===== config.mk =====
export PLATFORM = sky130hd
export DESIGN_NAME = spi_frame_loader_flat
export DESIGN_NICKNAME = d
export VERILOG_FILES = /design/src/rtl/spi_frame_pkg.sv /design/src/rtl/spi_frame_loader_if.sv /design/src/rtl/spi_frame_loader.sv /design/src/flat_wrapper.sv
export SDC_FILE = /design/constraint.sdc
export NUM_CORES = 1
export LEC_CHECK = 0
export CORE_MARGIN = 4
export CORE_UTILIZATION = 45
export DETAILED_ROUTE_END_ITERATION = 8
export PLACE_DENSITY = 0.67
export SYNTH_ARGS = -nofsm -noshare
export SYNTH_HDL_FRONTEND = slang
export SYNTH_SLANG_ARGS = --single-unit

===== constraint.sdc =====
create_clock -name SPI_CLK -period 18.5 [get_ports SPI_CLK]
set_input_delay 2.775 -clock SPI_CLK [delete_from_list [all_inputs] [get_ports SPI_CLK]]
set_output_delay 2.775 -clock SPI_CLK [all_outputs]
set_load 0.02 [all_outputs]

===== src/rtl/spi_frame_pkg.sv =====
// Shared definitions for the SPI frame loader and the dithering core that sizes
// its frame buffer from the same constants.
package spi_frame_pkg;

    localparam logic [7:0]  SYNC_BYTE = 8'hA5;
    localparam int unsigned MAX_W     = 320;
    localparam int unsigned MAX_H     = 240;
    localparam int unsigned FB_ADDR_W = 17;

    typedef enum logic [3:0] {
        StIdle,
        StWHi,
        StWLo,
        StHHi,
        StHLo,
        StCheck,
        StPixels,
        StDone,
        StError
    } frame_state_t;

endpackage


===== src/rtl/spi_frame_loader_if.sv =====
// Byte-receiver input, frame-buffer write port and status bundle of the frame loader.
// The master modport is the loader itself; slave is the surrounding logic.
interface spi_frame_loader_if #(
    parameter int unsigned ADDR_W = spi_frame_pkg::FB_ADDR_W
);
    logic              SPI_CS;
    logic [7:0]        rx_byte;
    logic              rx_valid;
    logic [ADDR_W-1:0] mem_addr;
    logic [7:0]        mem_wdata;
    logic              mem_we;
    logic [15:0]       img_width;
    logic [15:0]       img_height;
    logic              frame_done;
    logic              frame_err;
    logic              busy;

    modport master (
        input  SPI_CS, rx_byte, rx_valid,
        output mem_addr, mem_wdata, mem_we, img_width, img_height, frame_done, frame_err, busy
    );

    modport slave (
        output SPI_CS, rx_byte, rx_valid,
        input  mem_addr, mem_wdata, mem_we, img_width, img_height, frame_done, frame_err, busy
    );
endinterface


===== src/rtl/spi_frame_loader.sv =====
// Parses sync/width/height header from the SPI byte stream and writes the following
// pixel bytes sequentially into the frame buffer. All outputs are registered.
module spi_frame_loader #(
    parameter int unsigned ADDR_W    = spi_frame_pkg::FB_ADDR_W,
    parameter int unsigned MAX_W     = spi_frame_pkg::MAX_W,
    parameter int unsigned MAX_H     = spi_frame_pkg::MAX_H,
    parameter logic [7:0]  SYNC_BYTE = spi_frame_pkg::SYNC_BYTE
) (
    input logic                SPI_CLK,
    input logic                rst,
    spi_frame_loader_if.master bus
);
    import spi_frame_pkg::*;

    localparam logic [15:0] MaxWidth  = 16'(MAX_W);
    localparam logic [15:0] MaxHeight = 16'(MAX_H);

    frame_state_t      state_q, state_d;
    logic [7:0]        hi_q, hi_d;
    logic [15:0]       width_q, width_d;
    logic [15:0]       height_q, height_d;
    logic [31:0]       total_q, total_d;
    logic [ADDR_W-1:0] count_q, count_d;
    logic [ADDR_W-1:0] addr_q, addr_d;
    logic [7:0]        wdata_q, wdata_d;
    logic              we_q, we_d;
    logic              done_q, done_d;
    logic              err_q, err_d;
    logic              busy_q, busy_d;

    logic dims_bad;
    logic last_pixel;

    assign dims_bad = (width_q == 16'd0) || (width_q > MaxWidth) ||
                      (height_q == 16'd0) || (height_q > MaxHeight);
    assign last_pixel = (32'(count_q) + 32'd1) == total_q;

    always_comb begin
        state_d  = state_q;
        hi_d     = hi_q;
        width_d  = width_q;
        height_d = height_q;
        total_d  = total_q;
        count_d  = count_q;
        addr_d   = addr_q;
        wdata_d  = wdata_q;
        we_d     = 1'b0;
        done_d   = 1'b0;
        err_d    = err_q;

        unique case (state_q)
            StIdle: begin
                if (bus.rx_valid && !bus.SPI_CS && bus.rx_byte == SYNC_BYTE) begin
                    state_d = StWHi;
                    err_d   = 1'b0;
                    count_d = '0;
                end
            end
            StWHi, StWLo, StHHi, StHLo: begin
                if (bus.SPI_CS) begin
                    state_d = StError;
                end else if (bus.rx_valid) begin
                    unique case (state_q)
                        StWHi: begin
                            hi_d    = bus.rx_byte;
                            state_d = StWLo;
                        end
                        StWLo: begin
                            width_d = {hi_q, bus.rx_byte};
                            state_d = StHHi;
                        end
                        StHHi: begin
                            hi_d    = bus.rx_byte;
                            state_d = StHLo;
                        end
                        default: begin
                            height_d = {hi_q, bus.rx_byte};
                            state_d  = StCheck;
                        end
                    endcase
                end
            end
            StCheck: begin
                // Any byte landing here is dropped; the header is fully latched by now.
                total_d = 32'(width_q) * 32'(height_q);
                if (bus.SPI_CS || dims_bad) begin
                    state_d = StError;
                end else begin
                    state_d = StPixels;
                end
            end
            StPixels: begin
                if (bus.SPI_CS) begin
                    state_d = StError;
                end else if (bus.rx_valid) begin
                    we_d    = 1'b1;
                    addr_d  = count_q;
                    wdata_d = bus.rx_byte;
                    count_d = count_q + 1'b1;
                    if (last_pixel) begin
                        done_d  = 1'b1;
                        state_d = StDone;
                    end
                end
            end
            StDone, StError: begin
                if (bus.SPI_CS) begin
                    state_d = StIdle;
                end
            end
            default: state_d = StIdle;
        endcase

        if (state_d == StError) begin
            err_d = 1'b1;
        end
        busy_d = !(state_d inside {StIdle, StDone, StError});
    end

    always_ff @(posedge SPI_CLK) begin
        if (rst) begin
            state_q  <= StIdle;
            hi_q     <= '0;
            width_q  <= '0;
            height_q <= '0;
            total_q  <= '0;
            count_q  <= '0;
            addr_q   <= '0;
            wdata_q  <= '0;
            we_q     <= 1'b0;
            done_q   <= 1'b0;
            err_q    <= 1'b0;
            busy_q   <= 1'b0;
        end else begin
            state_q  <= state_d;
            hi_q     <= hi_d;
            width_q  <= width_d;
            height_q <= height_d;
            total_q  <= total_d;
            count_q  <= count_d;
            addr_q   <= addr_d;
            wdata_q  <= wdata_d;
            we_q     <= we_d;
            done_q   <= done_d;
            err_q    <= err_d;
            busy_q   <= busy_d;
        end
    end

    assign bus.mem_addr   = addr_q;
    assign bus.mem_wdata  = wdata_q;
    assign bus.mem_we     = we_q;
    assign bus.img_width  = width_q;
    assign bus.img_height = height_q;
    assign bus.frame_done = done_q;
    assign bus.frame_err  = err_q;
    assign bus.busy       = busy_q;

endmodule

===== src/flat_wrapper.sv =====
// flat-port wrapper written by rule: the top's interface ports become plain ports
module spi_frame_loader_flat import spi_frame_pkg::*;
#(
    parameter int unsigned ADDR_W    = spi_frame_pkg::FB_ADDR_W,
    parameter int unsigned MAX_W     = spi_frame_pkg::MAX_W,
    parameter int unsigned MAX_H     = spi_frame_pkg::MAX_H,
    parameter logic [7:0]  SYNC_BYTE = spi_frame_pkg::SYNC_BYTE
)
  (SPI_CLK, rst, bus_SPI_CS, bus_rx_byte, bus_rx_valid, bus_mem_addr, bus_mem_wdata, bus_mem_we, bus_img_width, bus_img_height, bus_frame_done, bus_frame_err, bus_busy);
  spi_frame_loader_if #(.ADDR_W(ADDR_W)) bus_i ();
  input logic SPI_CLK;
  input logic rst;
  input wire logic [$bits(bus_i.SPI_CS)-1:0] bus_SPI_CS;
  input wire logic [$bits(bus_i.rx_byte)-1:0] bus_rx_byte;
  input wire logic [$bits(bus_i.rx_valid)-1:0] bus_rx_valid;
  output wire logic [$bits(bus_i.mem_addr)-1:0] bus_mem_addr;
  output wire logic [$bits(bus_i.mem_wdata)-1:0] bus_mem_wdata;
  output wire logic [$bits(bus_i.mem_we)-1:0] bus_mem_we;
  output wire logic [$bits(bus_i.img_width)-1:0] bus_img_width;
  output wire logic [$bits(bus_i.img_height)-1:0] bus_img_height;
  output wire logic [$bits(bus_i.frame_done)-1:0] bus_frame_done;
  output wire logic [$bits(bus_i.frame_err)-1:0] bus_frame_err;
  output wire logic [$bits(bus_i.busy)-1:0] bus_busy;
  assign bus_i.SPI_CS = bus_SPI_CS;
  assign bus_i.rx_byte = bus_rx_byte;
  assign bus_i.rx_valid = bus_rx_valid;
  assign bus_mem_addr = bus_i.mem_addr;
  assign bus_mem_wdata = bus_i.mem_wdata;
  assign bus_mem_we = bus_i.mem_we;
  assign bus_img_width = bus_i.img_width;
  assign bus_img_height = bus_i.img_height;
  assign bus_frame_done = bus_i.frame_done;
  assign bus_frame_err = bus_i.frame_err;
  assign bus_busy = bus_i.busy;
  spi_frame_loader #(.ADDR_W(ADDR_W), .MAX_W(MAX_W), .MAX_H(MAX_H), .SYNC_BYTE(SYNC_BYTE)) u_core (.SPI_CLK(SPI_CLK), .rst(rst), .bus(bus_i));
endmodule

**Word-level counts from Yosys, hierarchy flattened**

Index checks and enable logic that the tools add are counted.

- Flip-flop bits (word level): 122
- Bits in latches: 0
- Memory bits (writable): 0
- Memory bits (read-only): 0
- Bits of input ports: 12
- Output and inout port bits: 61
- Word-level logic and storage cells: 83
- Memories kept: 0

- $add $sub $neg: 2
- Multiply operators: 1
- Divide/modulo/power cells: 0
- $lt $le $gt $ge: 2
- Equal/unequal tests: 15
- Shifts and indexed selects: 0
- Multiplexer cells: 19
- Bitwise logic cells: 4
- Reductions and logical operators: 28

Operator list:

| kind | count |
|---|---|
| 17-bit two-way mux | 3 |
| 17-bit one-hot mux with 2 select lines | 1 |
| 32-bit equality test | 1 |
| 16-bit zero test | 2 |
| 16-bit by 16-bit multiplier with 32-bit output | 1 |
| 4-bit two-way mux | 8 |
| 4-bit by 3-bit equality test with 1-bit output (second input constant) | 5 |
| 4-bit one-hot mux with 5 select lines | 1 |
| 17-bit by 1-bit adder with 18-bit output (second input constant) | 1 |
| 17-bit by 1-bit adder with 17-bit output (second input constant) | 1 |
| 16-bit by 8-bit greater-than comparator with 1-bit output (second input constant) | 1 |
| 16-bit by 9-bit greater-than comparator with 1-bit output (second input constant) | 1 |
| 4-bit AND reduction | 4 |
| 3-bit one-hot mux with 3 select lines | 1 |
| 4-bit by 2-bit equality test with 1-bit output (second input constant) | 2 |
| 4-bit equality test (second input constant) | 2 |
| 8-bit equality test (second input constant) | 1 |
| 4-bit zero test | 2 |
| 4-bit OR reduction | 2 |
| 2-bit nonzero test | 3 |
| 3-bit OR reduction | 2 |
| 1-bit two-way mux | 5 |
| 4-bit by 1-bit equality test with 1-bit output (second input constant) | 1 |
| 1-bit logical OR | 4 |
| 9 further kinds | 16 |

**Logic depth before layout (Yosys ltp)**

- Depth after elaboration: 10
- Depth in mapped cells: 25

**Least setup slack after synthesis**

Ideal clock, no wire load.

- Kind: register to register
- Start: register u_core.height_q[9], in the netlist u_core.bus.img_height[9]
- End: register u_core.total_q[30]
- Setup time: 0.127 ns
- Arrival time: 6.014 ns
- Required time: 18.373 ns
- Path slack: 12.358 ns
- Stages on the path, launching flop included: 22
- Path buffers: 2
- Period minus slack after synthesis: 6.142 ns
- Cells stage by stage: dfxtp_1 > clkbuf_1 > clkbuf_1 > nand2_1 > fa_1 > inv_1 > fa_1 > fa_1 > fa_1 > fa_1 > inv_1 > fa_1 > inv_1 > ha_1 > a21o_1 > a21oi_1 > o221ai_1 > or3_1 > a211oi_2 > nor3_1 > a31oi_1 > o22ai_1

- Word-level cells in the longest chain between the ends: 1

RTL lines:

| element | RTL line | text |
|---|---|---|
| from (decl) | spi_frame_loader.sv:21 | `logic [15:0] height_q, height_d;` |
| from (signal assigned) | spi_frame_loader.sv:138 | `height_q <= height_d;` |
| 16-bit by 16-bit multiplier with 32-bit output | spi_frame_loader.sv:85 | `total_d = 32'(width_q) * 32'(height_q);` |
| to (signal assigned) | spi_frame_loader.sv:139 | `total_q <= total_d;` |
| to (decl) | spi_frame_loader.sv:22 | `logic [31:0] total_q, total_d;` |

No other way between the ends.
A chain may end at the register's enable or synchronous reset.

**Worst setup path after layout**

- Start: register u_core.width_q[0], in the netlist u_core.bus.img_width[0]
- End: register u_core.total_q[30]

- Word-level cells in the longest chain between the ends: 1

RTL lines:

| element | RTL line | text |
|---|---|---|
| from (decl) | spi_frame_loader.sv:20 | `logic [15:0] width_q, width_d;` |
| from (signal assigned) | spi_frame_loader.sv:137 | `width_q <= width_d;` |
| 16-bit by 16-bit multiplier with 32-bit output | spi_frame_loader.sv:85 |  |

No other way between the ends.

==> summary.txt <==
Power and ir drop
  – Leakage Power: 6.82 nW
  – PwrDens: ~40 nW/µm²
  – Maximum VDD drop: ~60 µV
  – Total power: 612 µW

STA
  – Tcrit/Tclk final: 0.365
  – Worst Tran Pin Value: ~1100 ps
  – Final Hold Viols: 0
  – Max Slew Vio Count: 0
  – Slew margin rel.: 0.284
  – Setup TNS: 0 ps
  – # setup viols final: 0
  – Hold slack: 453 ps
  – RSZ-0062 raised after global routing: false
  – Clk_skew: ~11 ps
  – Min Tclk post-route: just under 7000 ps
  – Fmax: 148 MHz

Yosys
  – Simple-gate portion of the synthesized area: 0.218
  – Cell Area, Synth: 13,800 µm²
  – Sequential fraction of the synthesis area: 0.177
  – Mux contribution to synthesized area: 0.00517
  – Synth top area share: 0.281
  – Post-synthesis xor/xnor area fraction: 0.0317
  – Compound-Gate Fraction of Synth Area: 0.0987
  – Main combinational cell family by area after synthesis: adder cells
  – Distinct cells, synth: 61
  – Post-Syn Instances: 1,676
  – Post-synth EDFFs: 0
  – Top FF cell, synth: dfxtp_1
  – Yosys reg bits: 122
  – Fraction of registers with async set or reset after synthesis: 0
  – Count leader, synth: nand2_1
  – Syn Area/Cell: 8.24 µm²
  – Synth Area in Adders: 0.377
  – Yosys warnings: 0
  – Synth top cells by count: 313 x nand2_1, 235 x inv_1, 194 x fa_1
  – Largest cells by area after synthesis: fa_1 28%, dfxtp_1 18%, ha_1 9.5%, nand2_1 8.5%, inv_1 6.4%
  – Area leader, netlist: fa_1
  – Syn Nets: 1,987

Routing
  – Vias/cell: about 5.5
  – Detailed-route via count: 11,300
  – # DRC: 0
  – Antenna violation net count after detailed routing: 0
  – DRT iter0 DRCs: 655
  – Drt wl/cell: around 18 µm
  – DR pass1 iterations: 5
  – Total wire length: 37.4 mm

Worst setup path
  – Setup crit end kind: register
  – CP max stage cell: dfxtp_1
  – Crit path top cell by count: fa_1
  – Critical path origin: u_core.bus.img_width[0]
  – CP Class: reg -> reg
  – Worst EP arrival: 7030 ps
  – Worst path required time: 18,780 ps
  – Critical Path Max Stage Delay: approximately 900 ps
  – Reg2reg start: u_core.bus.img_width[0]
  – Max FO, Critical Path: 19
  – Cell breakdown of the critical path: nand2_1 > fa_1 > fa_1 > inv_1 > fa_1 > fa_1 > fa_1 > inv_1 > fa_1 > inv_1 > ha_1 > a21o_1 > a21oi_1 > o221ai_1 > or3_1 > a211oi_2 > nor3_1 > a31oi_1 > o22ai_1
  – CP Launch Type: register

Final layout
  – Layout cell share with drive strength beyond 1: 0.0355
  – Reg area: 2440 µm²
  – Multi-input combinational cell area: about 10,000 µm²
  – Syn-to-layout area delta: 10.8%
  – Final instance area: 15,300 µm²
  – NumNets Final: a little under 2,000
  – FILL cells: 2,850

Floorplan
  – Die height: around 180 µm
  – I/O pins: 73
  – Die X: about 180 µm
  – Initial Util: 0.461
  – Placeable Area: between 20,000 and 30,000 µm²
  – Core Rows: 63
  – Die footprint: 33,500 µm²

Place
  – Area of placed instances: between 10,000 and 15,000 µm²
  – Port buffer count: ~70
  – Final HPWL DP: about 27 mm
  – GP Congestion: 0.887

Clock network
  – Clk slew on worst S/H paths: about 60 ps
  – CTS Root Buffer Type: clkbuf_16
  – Htree depth: 4
  – Post-CTS Setup Bufs: 0
  – Clk sinks: 122
  – Clk_lat worst skew: approximately 420 ps
  – Hold_buf cts: 0
  – CTS buffer count: 17
  – CTS tree: yes
  – CTS max path bufs: 2
  – Cts repair resizes: 0

Global routing
  – Initial antenna violation count: 0
  – Vias in the first global route: 11,800
  – First-pass GRT wire length: 61.1 mm
  – Largest net degree at the start of global routing: 76
  – Total global routing overflow: 0
  – GRT Util Overall: 0.226

Status
  – Outcome: completed

Hold path
  – Hold WC Path Type: reg -> reg
  – Hold path start: u_core.bus.mem_addr[8]

Run
  – Maxcap violations: 0
==> registers in the layout, indices dropped and copies added, names as in the netlist <==
name                   flops
u_core.bus.img_height     16
u_core.state_q             4
u_core.count_q            17
u_core.hi_q                8
u_core.bus.mem_wdata       8
u_core.bus.frame_done      1
u_core.bus.frame_err       1
u_core.total_q            32
u_core.bus.mem_we          1
u_core.bus.busy            1
u_core.bus.mem_addr       17
u_core.bus.img_width      16
==> cells in the final DEF, fill, tap and decap left out, drive strengths merged, types with 5 or more instances in the layout <==
cell / n
nand3: 44
xor2: 17
nand2b: 5
nor2b: 6
a21o: 18
clkdlybuf4s50: 71
fa: 194
mux2i: 6
nand4: 16
nor3: 14
nand3b: 9
a211oi: 11
xnor2: 33
a21oi: 127
dfxtp: 122
or3: 9
a31oi: 10
o31ai: 5
inv: 244
and2: 123
and3: 8
o21ai: 35
nor2: 53
clkbuf: 18
nand2: 313
buf: 14
ha: 105
and4: 7
nor4: 13
==> final timing paths <==
path	endpoint	slack, ps	cells past startpoint
max	u_core.total_q[30]	11750	19
min	u_core.bus.mem_addr[8]	450	2
max reg2reg	u_core.total_q[30]	11750	19
min reg2reg	u_core.bus.mem_addr[8]	450	2
==> logic make-up (layout without fill, tap and decap cells) <==
group / Yosys count / count (layout)
mux: 7 / 7
simple gates: 629 / 629
flops: 122 / 122
buf+inv: 339 / 352
xor+xnor: 50 / 50
other cells: 0 / 1
compound gates: 230 / 230
fa+ha+maj: 299 / 299
==> report_power, final <==
| part | internal (mW) | switching, mW | leakage [nW] |
|---|---|---|---|
| registers | 0.263 | 0.0000209 | 0.982 |
| logic | 0.00317 | 0.00808 | 5.56 |
| clock network | 0.194 | 0.144 | 0.286 |
==> final cells by class <==
type | count | share of cell area
timing repair buffer | 85 | 0.0533
antenna | 1 | 0.000164
clock inverter | 14 | 0.00990
clock buffer | 18 | 0.0287
inverter | 235 | 0.0577
tap | 390 | 0.0319
multi-input combinational | 1215 | 0.659
sequential | 122 | 0.160
==> metal layers <==
metal  share of wire  routed length (µm)  GRT usage  up-vias
met5               0                   0          0        -
met4           0.024                 911     0.0721        0
met3           0.060                2250     0.0428       68
met2            0.48               18000      0.375      330
met1            0.43               16200      0.301     5651
li1                -                   -          -     5295
==> worst max-delay path: cells and delay by family (launching register included) <==
kind	cells	cell delay, ps
AO/OA/AOI/OAI	6	1080
buffers and inverters	3	180
AND/OR/NAND/NOR	3	750
adder cells (fa/ha/maj)	7	3680
flip-flops	1	900
==> per-stage QoR <==
step | utilization | worst slack [ps] | cells
2_1_floorplan | - | 12360 | 1676
3_3_place_gp | 0.491 | 11890 | 2047
3_5_place_dp | 0.491 | 11830 | 2047
4_1_cts | 0.510 | 11790 | 2079
5_1_grt | 0.510 | 11450 | 2079
6_report | 0.511 | 11750 | 2080
(Power assumes the default switching activity.)
